**src/rtl/axi_to_mem_slave.sv**
```systemverilog
// AXI4 slave that serialises one burst at a time into single-beat MEM requests.
// Reads and writes share one FSM; read/write alternate when both address channels are valid.
module axi_to_mem_slave #(
  parameter int DATA_WIDTH = 32,
  parameter int ADDR_WIDTH = 32,
  parameter int ID_WIDTH   = 2
) (
  input  logic                    clk_i,
  input  logic                    rst_i,
  input  logic [ID_WIDTH-1:0]     s_axi_awid,
  input  logic [ADDR_WIDTH-1:0]   s_axi_awaddr,
  input  logic [7:0]              s_axi_awlen,
  input  logic [2:0]              s_axi_awsize,
  input  logic [1:0]              s_axi_awburst,
  input  logic                    s_axi_awvalid,
  output logic                    s_axi_awready,
  input  logic [DATA_WIDTH-1:0]   s_axi_wdata,
  input  logic [DATA_WIDTH/8-1:0] s_axi_wstrb,
  input  logic                    s_axi_wlast,
  input  logic                    s_axi_wvalid,
  output logic                    s_axi_wready,
  output logic [ID_WIDTH-1:0]     s_axi_bid,
  output logic [1:0]              s_axi_bresp,
  output logic                    s_axi_bvalid,
  input  logic                    s_axi_bready,
  input  logic [ID_WIDTH-1:0]     s_axi_arid,
  input  logic [ADDR_WIDTH-1:0]   s_axi_araddr,
  input  logic [7:0]              s_axi_arlen,
  input  logic [2:0]              s_axi_arsize,
  input  logic [1:0]              s_axi_arburst,
  input  logic                    s_axi_arvalid,
  output logic                    s_axi_arready,
  output logic [ID_WIDTH-1:0]     s_axi_rid,
  output logic [DATA_WIDTH-1:0]   s_axi_rdata,
  output logic [1:0]              s_axi_rresp,
  output logic                    s_axi_rlast,
  output logic                    s_axi_rvalid,
  input  logic                    s_axi_rready,
  output logic                    mem_req_o,
  input  logic                    mem_gnt_i,
  output logic [ADDR_WIDTH-1:0]   mem_addr_o,
  output logic                    mem_we_o,
  output logic [DATA_WIDTH-1:0]   mem_wdata_o,
  output logic [DATA_WIDTH/8-1:0] mem_be_o,
  input  logic                    mem_rsp_valid_i,
  input  logic [DATA_WIDTH-1:0]   mem_rsp_rdata_i,
  input  logic                    mem_rsp_error_i,
  output logic [2:0]              dbg_state_o
);

  // Handshakes: a transfer happens on a rising clk edge where valid && ready;
  // valid is never withdrawn by this block once raised, ready may be combinational.
  localparam int STRB_W = DATA_WIDTH / 8;
  localparam int OFF_W  = $clog2(STRB_W);
  localparam logic [2:0] MAX_SIZE = 3'(OFF_W);

  typedef enum logic [2:0] {
    IDLE, RD_REQ, RD_WAIT, RD_DATA, WR_DATA, WR_REQ, WR_WAIT, WR_RESP
  } state_t;

  state_t                state_q, state_d;
  logic [ID_WIDTH-1:0]   id_q;
  logic [ADDR_WIDTH-1:0] addr_q;
  logic [7:0]            len_q, beat_q;
  logic [2:0]            size_q;
  logic [1:0]            burst_q;
  logic                  err_q, rd_prio_q;
  logic [DATA_WIDTH-1:0] rdata_q, wdata_q;
  logic [STRB_W-1:0]     wstrb_q;

  logic sel_rd, sel_wr, ar_oversize, aw_oversize, oversize, last_beat;

  assign sel_rd      = s_axi_arvalid && (!s_axi_awvalid || rd_prio_q);
  assign sel_wr      = s_axi_awvalid && !sel_rd;
  assign ar_oversize = s_axi_arsize > MAX_SIZE;
  assign aw_oversize = s_axi_awsize > MAX_SIZE;
  assign oversize    = size_q > MAX_SIZE;
  assign last_beat   = beat_q == len_q;

  // WRAP keeps the upper address bits and lets the low bits roll inside the burst window.
  function automatic logic [ADDR_WIDTH-1:0] next_addr(input logic [ADDR_WIDTH-1:0] addr,
                                                      input logic [7:0] len,
                                                      input logic [2:0] size,
                                                      input logic [1:0] burst);
    logic [ADDR_WIDTH-1:0] step, mask;
    step = ADDR_WIDTH'(1) << size;
    mask = ((ADDR_WIDTH'(len) + ADDR_WIDTH'(1)) << size) - ADDR_WIDTH'(1);
    case (burst)
      2'd0:    next_addr = addr;
      2'd2:    next_addr = (addr & ~mask) | ((addr + step) & mask);
      default: next_addr = addr + step;
    endcase
  endfunction

  always_ff @(posedge clk_i) begin
    if (rst_i) state_q <= IDLE;
    else       state_q <= state_d;
  end

  always_comb begin
    state_d       = state_q;
    s_axi_arready = 1'b0;
    s_axi_awready = 1'b0;
    s_axi_wready  = 1'b0;
    s_axi_rvalid  = 1'b0;
    s_axi_bvalid  = 1'b0;
    mem_req_o     = 1'b0;
    mem_we_o      = 1'b0;
    mem_be_o      = '0;
    case (state_q)
      IDLE: begin
        s_axi_arready = sel_rd;
        s_axi_awready = sel_wr;
        if (sel_rd)      state_d = ar_oversize ? RD_DATA : RD_REQ;
        else if (sel_wr) state_d = WR_DATA;
      end
      RD_REQ: begin
        mem_req_o = 1'b1;
        mem_be_o  = '1;
        if (mem_gnt_i) state_d = RD_WAIT;
      end
      RD_WAIT: if (mem_rsp_valid_i) state_d = RD_DATA;
      RD_DATA: begin
        s_axi_rvalid = 1'b1;
        if (s_axi_rready) begin
          if (last_beat)     state_d = IDLE;
          else if (oversize) state_d = RD_DATA;
          else               state_d = RD_REQ;
        end
      end
      WR_DATA: begin
        s_axi_wready = 1'b1;
        if (s_axi_wvalid) begin
          if (!oversize)      state_d = WR_REQ;
          else if (last_beat) state_d = WR_RESP;
        end
      end
      WR_REQ: begin
        mem_req_o = 1'b1;
        mem_we_o  = 1'b1;
        mem_be_o  = wstrb_q;
        if (mem_gnt_i) state_d = WR_WAIT;
      end
      WR_WAIT: if (mem_rsp_valid_i) state_d = last_beat ? WR_RESP : WR_DATA;
      WR_RESP: begin
        s_axi_bvalid = 1'b1;
        if (s_axi_bready) state_d = IDLE;
      end
      default: state_d = IDLE;
    endcase
  end

  always_ff @(posedge clk_i) begin
    if (rst_i) begin
      id_q      <= '0;
      addr_q    <= '0;
      len_q     <= '0;
      beat_q    <= '0;
      size_q    <= '0;
      burst_q   <= '0;
      err_q     <= 1'b0;
      rd_prio_q <= 1'b1;
      rdata_q   <= '0;
      wdata_q   <= '0;
      wstrb_q   <= '0;
    end else begin
      case (state_q)
        IDLE: begin
          if (sel_rd) begin
            id_q      <= s_axi_arid;
            addr_q    <= s_axi_araddr;
            len_q     <= s_axi_arlen;
            size_q    <= s_axi_arsize;
            burst_q   <= s_axi_arburst;
            beat_q    <= '0;
            err_q     <= ar_oversize;
            rdata_q   <= '0;
            rd_prio_q <= 1'b0;
          end else if (sel_wr) begin
            id_q      <= s_axi_awid;
            addr_q    <= s_axi_awaddr;
            len_q     <= s_axi_awlen;
            size_q    <= s_axi_awsize;
            burst_q   <= s_axi_awburst;
            beat_q    <= '0;
            err_q     <= aw_oversize;
            rd_prio_q <= 1'b1;
          end
        end
        RD_WAIT: if (mem_rsp_valid_i) begin
          rdata_q <= mem_rsp_rdata_i;
          err_q   <= mem_rsp_error_i;
        end
        RD_DATA: if (s_axi_rready && !last_beat) begin
          addr_q <= next_addr(addr_q, len_q, size_q, burst_q);
          beat_q <= beat_q + 8'd1;
        end
        WR_DATA: if (s_axi_wvalid) begin
          wdata_q <= s_axi_wdata;
          wstrb_q <= s_axi_wstrb;
          if (s_axi_wlast != last_beat) err_q <= 1'b1;
          if (oversize && !last_beat) begin
            addr_q <= next_addr(addr_q, len_q, size_q, burst_q);
            beat_q <= beat_q + 8'd1;
          end
        end
        WR_WAIT: if (mem_rsp_valid_i) begin
          if (mem_rsp_error_i) err_q <= 1'b1;
          if (!last_beat) begin
            addr_q <= next_addr(addr_q, len_q, size_q, burst_q);
            beat_q <= beat_q + 8'd1;
          end
        end
        default: ;
      endcase
    end
  end

  assign mem_addr_o  = {addr_q[ADDR_WIDTH-1:OFF_W], {OFF_W{1'b0}}};
  assign mem_wdata_o = wdata_q;
  assign s_axi_rid   = id_q;
  assign s_axi_bid   = id_q;
  assign s_axi_rdata = rdata_q;
  assign s_axi_rresp = (state_q == RD_DATA && err_q) ? 2'b10 : 2'b00;
  assign s_axi_rlast = (state_q == RD_DATA) && last_beat;
  assign s_axi_bresp = (state_q == WR_RESP && err_q) ? 2'b10 : 2'b00;
  assign dbg_state_o = state_q;

endmodule

```
**config.mk**
```make
export PLATFORM = sky130hd
export DESIGN_NAME = axi_to_mem_slave
export DESIGN_NICKNAME = d
export VERILOG_FILES = /design/src/rtl/axi_to_mem_slave.sv
export SDC_FILE = /design/constraint.sdc
export NUM_CORES = 1
export LEC_CHECK = 0
export ABC_CLOCK_PERIOD_IN_PS = 4800
export BUFFER_PORTS_ARGS = -buffer_cell sky130_fd_sc_hd__buf_2
export CELL_PAD_IN_SITES_DETAIL_PLACEMENT = 0
export CELL_PAD_IN_SITES_GLOBAL_PLACEMENT = 1
export CORE_UTILIZATION = 25
export CTS_CLUSTER_SIZE = 10
export DETAILED_ROUTE_END_ITERATION = 8
export PLACE_DENSITY = 0.69
export SYNTH_ARGS = -nofsm -noshare
export SYNTH_HDL_FRONTEND = slang
export SYNTH_SLANG_ARGS = --single-unit
```
**constraint.sdc**
```tcl
create_clock -name clk_i -period 4.8 [get_ports clk_i]
set_clock_uncertainty 0.2 [all_clocks]
set_input_delay 0.24 -clock clk_i [delete_from_list [all_inputs] [get_ports clk_i]]
set_output_delay 0.24 -clock clk_i [all_outputs]
set_load 0.005 [all_outputs]
```
# After elaboration in Yosys (flattened, before gate mapping)

Index checks and enable logic that the tools add are counted.
Widths: inputs -> output; s select.

Register bits after elaboration: 128
Input port bits: 173
Logic and storage cells: 138

Add/subtract/negate cells: 4
Order comparisons: 3
Equality and inequality tests: 25
Shifts and indexed selects: 2
Muxes and demuxes: 64
Bitwise operators: 4
Reductions and logical operators: 24

Operators by type and width:

| kind                  | count |
|---|---|
| $mux 32               | 9 |
| $pmux 32 s2           | 2 |
| $pmux 32 s4           | 1 |
| $mux 8                | 9 |
| $and 32x32->32        | 2 |
| $mux 3                | 13 |
| $add 32x32->32        | 1 |
| $not 32->32           | 1 |
| $or 32x32->32         | 1 |
| $pmux 8 s4            | 1 |
| $shl 1x3->32 const A  | 1 |
| $shl 9x3->32          | 1 |
| $sub 32x1->32 const B | 1 |
| $ne 2x2->1 const B    | 13 |
| $pmux 3 s8            | 1 |
| $mux 2                | 10 |
| $mux 1                | 16 |
| $reduce_and 7->1      | 2 |
| $eq 3x3->1 const B    | 4 |
| $add 8x1->9 const B   | 1 |
| $gt 3x2->1 const B    | 3 |
| $reduce_and 9->1      | 1 |
| $add 8x1->8 const B   | 1 |
| $eq 8x8->1            | 1 |
| other kinds (17)      | 30 |

# Logic depth before layout (Yosys ltp)

Gate-level depths: netlist of the first run.

Depth in word-level cells: 10
Mapped depth: 16
Depth with buffers taken out: 14

# Worst setup path before layout of the first run

Ideal clock, no wire load.

Path kind: register -> register
Start: reg size_q[2]
End: reg with a tool-made name
Library setup time: 0.074 ns
Data arrival time: 3.257 ns
Data required time: 4.526 ns
Path slack: 1.269 ns
Cell stages (with the launch flop): 16
Buffers on the path: 3
Path through: dfxtp_1 -> clkbuf_1 -> inv_1 -> clkbuf_1 -> nor2_1 -> ha_1 -> a21o_1 -> or3_1 -> o211a_1 -> o21a_1 -> clkbuf_1 -> a311o_1 -> a41oi_1 -> o31a_1 -> a22oi_1 -> a31oi_1

RTL lines:

| element                | line | text |
|---|---|---|
| from (decl)            | 65   | `logic [2:0] size_q;` |
| from (signal assigned) | 173  | `size_q <= s_axi_arsize;` |
| from (signal assigned) | 183  | `size_q <= s_axi_awsize;` |

==> metrics list, run 1 <==
- Run status: completed
- Global routing consumed, on the met1 layer, 22.8% of the routing resources.
- Depth of the worst register-to-register path: 10
- The number of endpoints with negative hold slack in the final report is 0.
* Total global routing overflow: 0
* TritonCTS clock tree: done
* Critical Path RT: 4.95 ns
- Initial DRC Count: 621
- Total power density per cell area: 553 nW/um2
* Complex-gate fraction of the synthesized area: 24.8%
- Dominant combinational cell family by area after synthesis: simple AND/OR/NAND/NOR gates
* Largest fanout of any net on the critical path: 15
* Shortest period the worst path allows: 4.14 ns
- Slowest cell delay on critical path: 0.64 ns
- Area overhead of the layout relative to synthesis: 38.2%
- Prevailing post-synth register cell: dfxtp_1
- Cells with a size suffix above 1 make up 24.3% of the layout.
* Worst hold path class: in -> reg
- Number of max-slew violations in the final report: 0
* Post-synthesis instance area: 8410 um2
* Clock buffers created by TritonCTS: 17
- At the end of the flow the core is filled with cells to 35.4%.
* Reported leakage power: 4.91 nW
- XOR/XNOR share of the synthesized area: 3.65%
- Path type of the worst setup path: reg -> reg
- Post-route clock period utilization: 86.2%
- STA classifies the critical path startpoint as a register.
- At the end of routability-driven placement, the weighted congestion stood at 0.836.
* IR drop worst, VDD: 0.000298 V
* Distinct cell type count after synthesis: 84
- For the pin with the worst max-slew slack, the measured transition is 1.20 ns.
- Startpoint of the worst setup timing path: len_q[0]
- The die is 185 um wide.
- Mapped Cells: 1179
* GRT Total Usage: 19.0%
- The synthesized netlist devotes 27.9% of its cell area to simple gates.
- Instance area after placement: 9970 um2
* Syn_area_per_cell: 7.13 um2
- In this run, synthesis produced a sequential element count of 128.
* Highest achievable clock rate: 242 MHz
- After clock tree synthesis, the clock-pin slew on the worst setup and hold paths is 0.06 ns.
* CTS resizes: 0
- In the final design database the tool counted 1676 nets.
- Kind of end point of the critical path: register
- Counting flops with a built-in enable in the synthesized netlist gives 0.
- The floorplan step defined a die boundary enclosing 34400 um2.
- The H-tree was split into 4 levels.
- DR DRC count: 0
* Count of vias placed by the detailed router: 9695
* Arrival time reported for the critical path endpoint: 4.28 ns
- List of cells traversed by the critical path: ha_1 > nand3_1 > o21a_1 > o311a_1 > o41ai_1 > and3b_1 > nand2_1 > o31ai_4 > a21oi_1 > o32ai_1
* I/O pins: 292
- Vias in the first global route: 9343
- Buffers placed on the I/O ports in this run total 287.
- Share of synthesized area spent on multiplexers: 2.55%
- Global routing consumed, on the met2 layer, 32.5% of the routing resources.
* Worst reg2reg setup slack: 0.66 ns
- Before antenna repair, the detailed router went through 5 iterations.
- For this run, the number of Yosys warnings is 0.
* Slowest stage cell on the critical path: dfxtp_1
* NetSw: 0.00290 W
- Of the total power, the clock network draws 22.0%.
- Share of synthesized area occupied by flip-flops and latches: 30.5%
- Entering global routing, the biggest net connects 61 pins.
* Combinational fraction of design power: 51.1%
- Sink Count: 128
* Final setup viols: 0
* Root cell of the clock tree: clkbuf_16
- The final layout contains routed wiring with a total length of 32.8 mm.
* Share of synthesized registers carrying an async set or reset: 0%
* Vias/cell: 4.98
- Relative contribution of sequential cells to total power: 26.9%
* Global-route wire length before repair: 50.5 mm
* Standard-cell rows: 66
* Highest-count cells in the layout ignoring fill and taps: 286 x buf_2, 251 x nand2_1, 128 x dfxtp_1, 120 x a21oi_1, 101 x dlygate4sd3_1
- Deepest clock path buffer count: 2
* Die height: 185 um
- Measured against its own limit, the worst slew margin works out to 20.0%.
- Summed over all failing endpoints, the final setup total negative slack is 0 ns.
* Number of antenna violations at the first check in global routing: 1
* Effective utilization at floorplan: 25.6%
* Clock latency on the worst-skew pair: 0.44 ns
- Source of the worst register-to-register timing path: len_q[0]
- Total core area: 32800 um2
- Detailed placement ended at an HPWL of 23.5 mm.
- Internal power component: 0.00353 W
- The detail route stage leaves a number of antenna-violating nets equal to 0.
- Final instance area: 11600 um2
- Post-synthesis adder-cell area fraction: 2.02%
- Net switching is 45.1% of the power.
- Routing usage on met3: 5.25%
- Setup repair after global routing left no endpoint under its margin.
- The library cell used most frequently in the layout, excluding fill and tap cells, is buf_2.
* Number of maximum-capacitance constraint violations: 0
- Most used routing layer: met2
* Average wire length per cell after detail routing: 16.8 um
-- cell usage after synthesis (3+ instances only) --
master | number | area, um2
a211oi_1 | 16 | 120
a21o_1 | 4 | 30.0
a21oi_1 | 122 | 611
a22o_1 | 3 | 26.3
a22oi_1 | 3 | 22.5
a311oi_1 | 17 | 149
a31oi_1 | 16 | 100
a41oi_1 | 4 | 35.0
and2_1 | 4 | 25.0
and3_1 | 15 | 93.8
buf_2 | 10 | 50.1
buf_4 | 38 | 285
clkbuf_1 | 66 | 248
dfxtp_1 | 128 | 2560
ha_1 | 12 | 150
inv_1 | 30 | 113
mux2i_1 | 18 | 180
nand2_1 | 251 | 942
nand2b_1 | 12 | 75.1
nand3_1 | 66 | 330
nand4_1 | 17 | 106
nand4b_1 | 3 | 26.3
nor2_1 | 83 | 312
nor2b_1 | 7 | 43.8
nor3_1 | 20 | 100
nor4_1 | 3 | 18.8
o211ai_1 | 17 | 128
o21a_1 | 11 | 82.6
o21ai_0 | 46 | 230
o21ai_1 | 5 | 25.0
o221a_2 | 3 | 33.8
o22ai_1 | 9 | 56.3
o2bb2ai_1 | 3 | 26.3
o311a_1 | 3 | 30.0
o31a_1 | 4 | 35.0
o32ai_1 | 4 | 35.0
or2_2 | 4 | 25.0
or3_1 | 7 | 43.8
or4_1 | 5 | 37.5
xnor2_1 | 24 | 210
xor2_1 | 11 | 96.3
-- critical path: cells and delay by family (launching register included) --
kind | cells | cell delay, ns
simple gates | 3 | 0.69
compound gates | 6 | 2.04
flops | 1 | 0.64
fa+ha+maj | 1 | 0.46
-- how the worst min path moves through the flow --
stage                            endpoint  cells past startpoint              from  slack (ns)
after floorplan                wstrb_q[0]                      2    s_axi_wstrb[0]        0.18
after global placement     mem_wdata_o[5]                      2    mem_wdata_o[5]        0.24
after detailed placement  mem_wdata_o[25]                      2   mem_wdata_o[25]        0.25
after CTS                        register                      5  s_axi_araddr[21]        0.01
after global routing             register                      5  s_axi_araddr[21]        0.05
final                            register                      5   s_axi_araddr[2]        0.03
-- area by class of cell --
cell class              instances  area, um2
fillers                      3499      21200
multi-input cells             905       5160
repair buffers                406       2580
flip-flops and latches        128       2560
well taps                     442        553
clock buffers                  24        502
clock inverters                 8        126
inverters                      32        120
diodes                          1       2.50
-- metal layers --
| metal | wire [um] | vias to the layer above |
|---|---|---|
| met1 | 13900 | 4528 |
| met3 | 2240 | 34 |
| met2 | 16000 | 368 |
| li1 | - | 4765 |
| met5 | 0 | - |
| met4 | 627 | 0 |
-- stage by stage --
| stage | std cells | hold slack [ns] | power [W] | setup WS (ns) |
|---|---|---|---|---|
| final | 1946 | 0.0339 | 0.00643 | 0.664 |
| after global routing | 1946 | 0.0491 | 0.00690 | 0.268 |
| after CTS | 1945 | 0.0108 | 0.00645 | 0.733 |
| after detailed placement | 1812 | 0.246 | 0.00487 | 0.749 |
| after global placement | 1812 | 0.238 | 0.00486 | 0.945 |
| after floorplan | 1182 | 0.176 | 0.00393 | 1.27 |
-- power groups by stage --
stage	sequential [W]	combinational, W	clock (W)
2_1_floorplan	0.00151	0.00242	0
3_3_place_gp	0.00174	0.00312	0
3_5_place_dp	0.00175	0.00312	0
4_1_cts	0.00173	0.00328	0.00144
5_1_grt	0.00178	0.00363	0.00149
6_report	0.00173	0.00328	0.00141
-- logic make-up after synthesis --
family	after synthesis
and+or+nand+nor	513
buffers and inverters	149
AOI/OAI and AO/OA	320
other	1
xor gates and xnor gates	35
adders and majority gates	13
DFF	128
muxes	20
-- timing repair --
item,CTS,global route
setup buffers,0,0
hold endpoints to repair,85,0
hold buffers,101,0
Note: power is estimated with default switching activity, not from simulation.
==> inputs of run 2 (changes only) <==
- ABC_CLOCK_PERIOD_IN_PS: 4800 -> 5100
- CORE_UTILIZATION: 25 -> 38
- PLACE_DENSITY: 0.69 -> 0.94
- clock period: 4.8 -> 5.1 ns (I/O delays scaled with it)
==> metrics list, run 2 (synthesis gave the netlist of run 1 again) <==
- Run status: completed (unchanged).
* Detail Placement HPWL: 20.9 mm (was 23.5 mm)
- The maximum number of buffers from clock root to sink came to 2 (unchanged).
- Largest fanout of any net on the critical path: 15 (unchanged)
- Path type of the worst setup path: reg -> reg (unchanged)
- Final instance area: 11400 um2 (was 11600 um2)
- The clock transition at the register clock pins on the worst setup and hold paths after CTS is 0.06 ns (about the same).
* Total of fill cells in the finished design: 2081 (was 3499)
* Post-route clock period utilization: 81.6% (was 86.2%)
* Worst reg2reg setup slack: 0.94 ns (was 0.66 ns)
* Post-CTS Setup Bufs: 0 (unchanged)
- Root cell of the clock tree: clkbuf_16 (unchanged)
- DR DRC count: 0 (unchanged)
- The number of standard-cell rows in the floorplan came to 54 (was 66).
- Sequential cell area: 2560 um2 (unchanged)
- GRT Total Usage: 26.1% (was 19.0%)
- The worst path arrival time is 4.28 ns (about the same).
- Source of the worst register-to-register timing path: len_q[0] (unchanged)
- Most common library cell in the layout ignoring fill and taps: buf_2 (unchanged)
* Area overhead of the layout relative to synthesis: 35.4% (was 38.2%)
- Number of port buffers: 287 (unchanged)
- Worst-margin pin slew: 1.18 ns (was 1.20 ns)
* Final setup viols: 0 (unchanged)
- Number of antenna violations at the first check in global routing: 2 (was 1)
- The fraction of layout cells with a size suffix above 1 is 24.3% (about the same).
- The die width was 151 um (was 185 um).
- Sum Neg Setup Slack: 0 ns (unchanged)
- The net count reported at finish was 1672 (was 1676).
- Die height: 151 um (was 185 um)
* Max H-tree Level: 4 (unchanged)
* Final GP Congestion: 0.914 (was 0.836)
* Total power density per cell area: 525 nW/um2 (was 553 nW/um2)
- Number of max-slew violations in the final report: 0 (unchanged)
- Reported leakage power: 4.88 nW (was 4.91 nW)
- The total grt overflow was 0 (unchanged).
- The critical path required time was 5.22 ns (was 4.95 ns).
- Count of nets left with antenna violations after detail routing: 0 (unchanged)
- The source-to-sink clock delay at the later pin of the worst-skew pair was 0.41 ns (was 0.44 ns).
- Vias/cell: 5.53 (was 4.98)
* Vias in the first global route: 9369 (was 9343)
- Highest-count cells in the layout ignoring fill and taps: 286 x buf_2, 251 x nand2_1, 128 x dfxtp_1, 120 x a21oi_1, 99 x dlygate4sd3_1 (was 286 x buf_2, 251 x nand2_1, 128 x dfxtp_1, 120 x a21oi_1, 101 x dlygate4sd3_1).
- Startpoint of the worst setup timing path: len_q[0] (unchanged)
- Number of maximum-capacitance constraint violations: 0 (unchanged)
- The number of gates resized after cts is 0 (unchanged).
- I/O pins: 292 (unchanged)
* DRT Pass-1 Iters: 5 (unchanged)
- The TritonCTS clock tree is done (unchanged).
- Critical Path Start Type: register (unchanged)
- Initial DRC Count: 634 (was 621)
- The highest attainable clock frequency is 240 MHz (was 242 MHz).
* Hold buffer count at CTS: 99 (was 101)
* Count of vias placed by the detailed router: 9857 (was 9695)
- Worst slew slack as a fraction of its limit: 21.6% (was 20.0%)
- Total core area: 21800 um2 (was 32800 um2)
- Average wire length per cell after detail routing: 17.0 um (was 16.8 um)
* Total count of hold-check failures in the final report: 0 (unchanged)
* Instance area after placement: 9760 um2 (was 9970 um2)
- The class of the worst hold path was in -> reg (unchanged).
- The starting utilization of the core area came to 38.6% (was 25.6%).
- Die area: 22700 um2 (was 34400 um2)
- The wire length after detailed routing was 30.3 mm (was 32.8 mm).
- Post-layout instance count excluding filler cells: 1781 (was 1946)
* Maximum number of pins on one net before global-route repair: 60 (was 61)
- The global-route wire length before repair was 46.8 mm (was 50.5 mm).
* Clock buffers created by TritonCTS: 17 (unchanged)
- Depth of the worst register-to-register path: 10 (unchanged)
- Total area of multi-input combinational cells: 5160 um2 (unchanged)
* Kind of end point of the critical path: register (unchanged)
- Shortest period the worst path allows: 4.16 ns (was 4.14 ns)
- RSZ-0062 raised after global routing: no (unchanged).
* Sink Count: 128 (unchanged)
- Cell count after placement: 1648 (was 1812)
* IR drop worst, VDD: 0.000310 V (was 0.000298 V)
==> run 2: worst max-delay path, cell delays in order (launching register included) <==
cell and delay, ns:
dfxtp_1 0.69, ha_1 0.49, nand3_1 0.23, o21a_1 0.26, o311a_1 0.36, o41ai_1 0.45, and3b_1 0.26, nand2_1 0.18
o31ai_4 0.53, a21oi_1 0.14, o32ai_1 0.26
==> run 2: worst min path at each step <==
stage | from | end | slack [ns] | depth (start not counted)
after global routing | s_axi_awaddr[6] | register | 0.05 | 4
after CTS | s_axi_awaddr[6] | register | 0.02 | 4
final | s_axi_awaddr[6] | register | 0.04 | 4
after floorplan | s_axi_wstrb[0] | wstrb_q[0] | 0.19 | 2
after detailed placement | mem_wdata_o[18] | mem_wdata_o[18] | 0.24 | 2
after global placement | mem_wdata_o[18] | mem_wdata_o[18] | 0.24 | 2
==> run 2: power breakdown <==
part | switching [W] | internal (W)
logic | 0.00178 | 0.00123
registers | 0.000392 | 0.00124
clock network | 0.000514 | 0.000825
total | 0.00269 | 0.00329
==> run 2: final cells by class <==
class | count | share of cell area (%)
clock buffer | 17 | 3.74
sequential | 128 | 22.5
timing repair buffer | 402 | 22.4
tap | 280 | 3.08
multi-input combinational | 905 | 45.4
clock inverter | 14 | 1.80
inverter | 32 | 1.06
antenna | 3 | 0.0659
==> run 2: stage by stage <==
step | total power [W] | hold slack, ns | setup WS (ns) | utilization [%]
floorplan | 0.00370 | 0.191 | 1.57 | -
CTS | 0.00594 | 0.0248 | 1.05 | 52.3
detailed placement | 0.00446 | 0.243 | 1.03 | 44.8
global route | 0.00638 | 0.0525 | 0.611 | 52.3
global placement | 0.00445 | 0.240 | 1.15 | 44.8
finish | 0.00598 | 0.0372 | 0.939 | 52.3
==> run 2: routing by layer <==
metal | part of all wire [%] | routed length [um] | global-route usage (%) | vias to the layer above
met3 | 6.9 | 2110 | 5.91 | 61
met1 | 42 | 12700 | 31.6 | 4641
met2 | 48 | 14700 | 44.5 | 390
met4 | 2.7 | 829 | 10.5 | 0
li1 | - | - | - | 4765
met5 | 0 | 0 | 0 | -
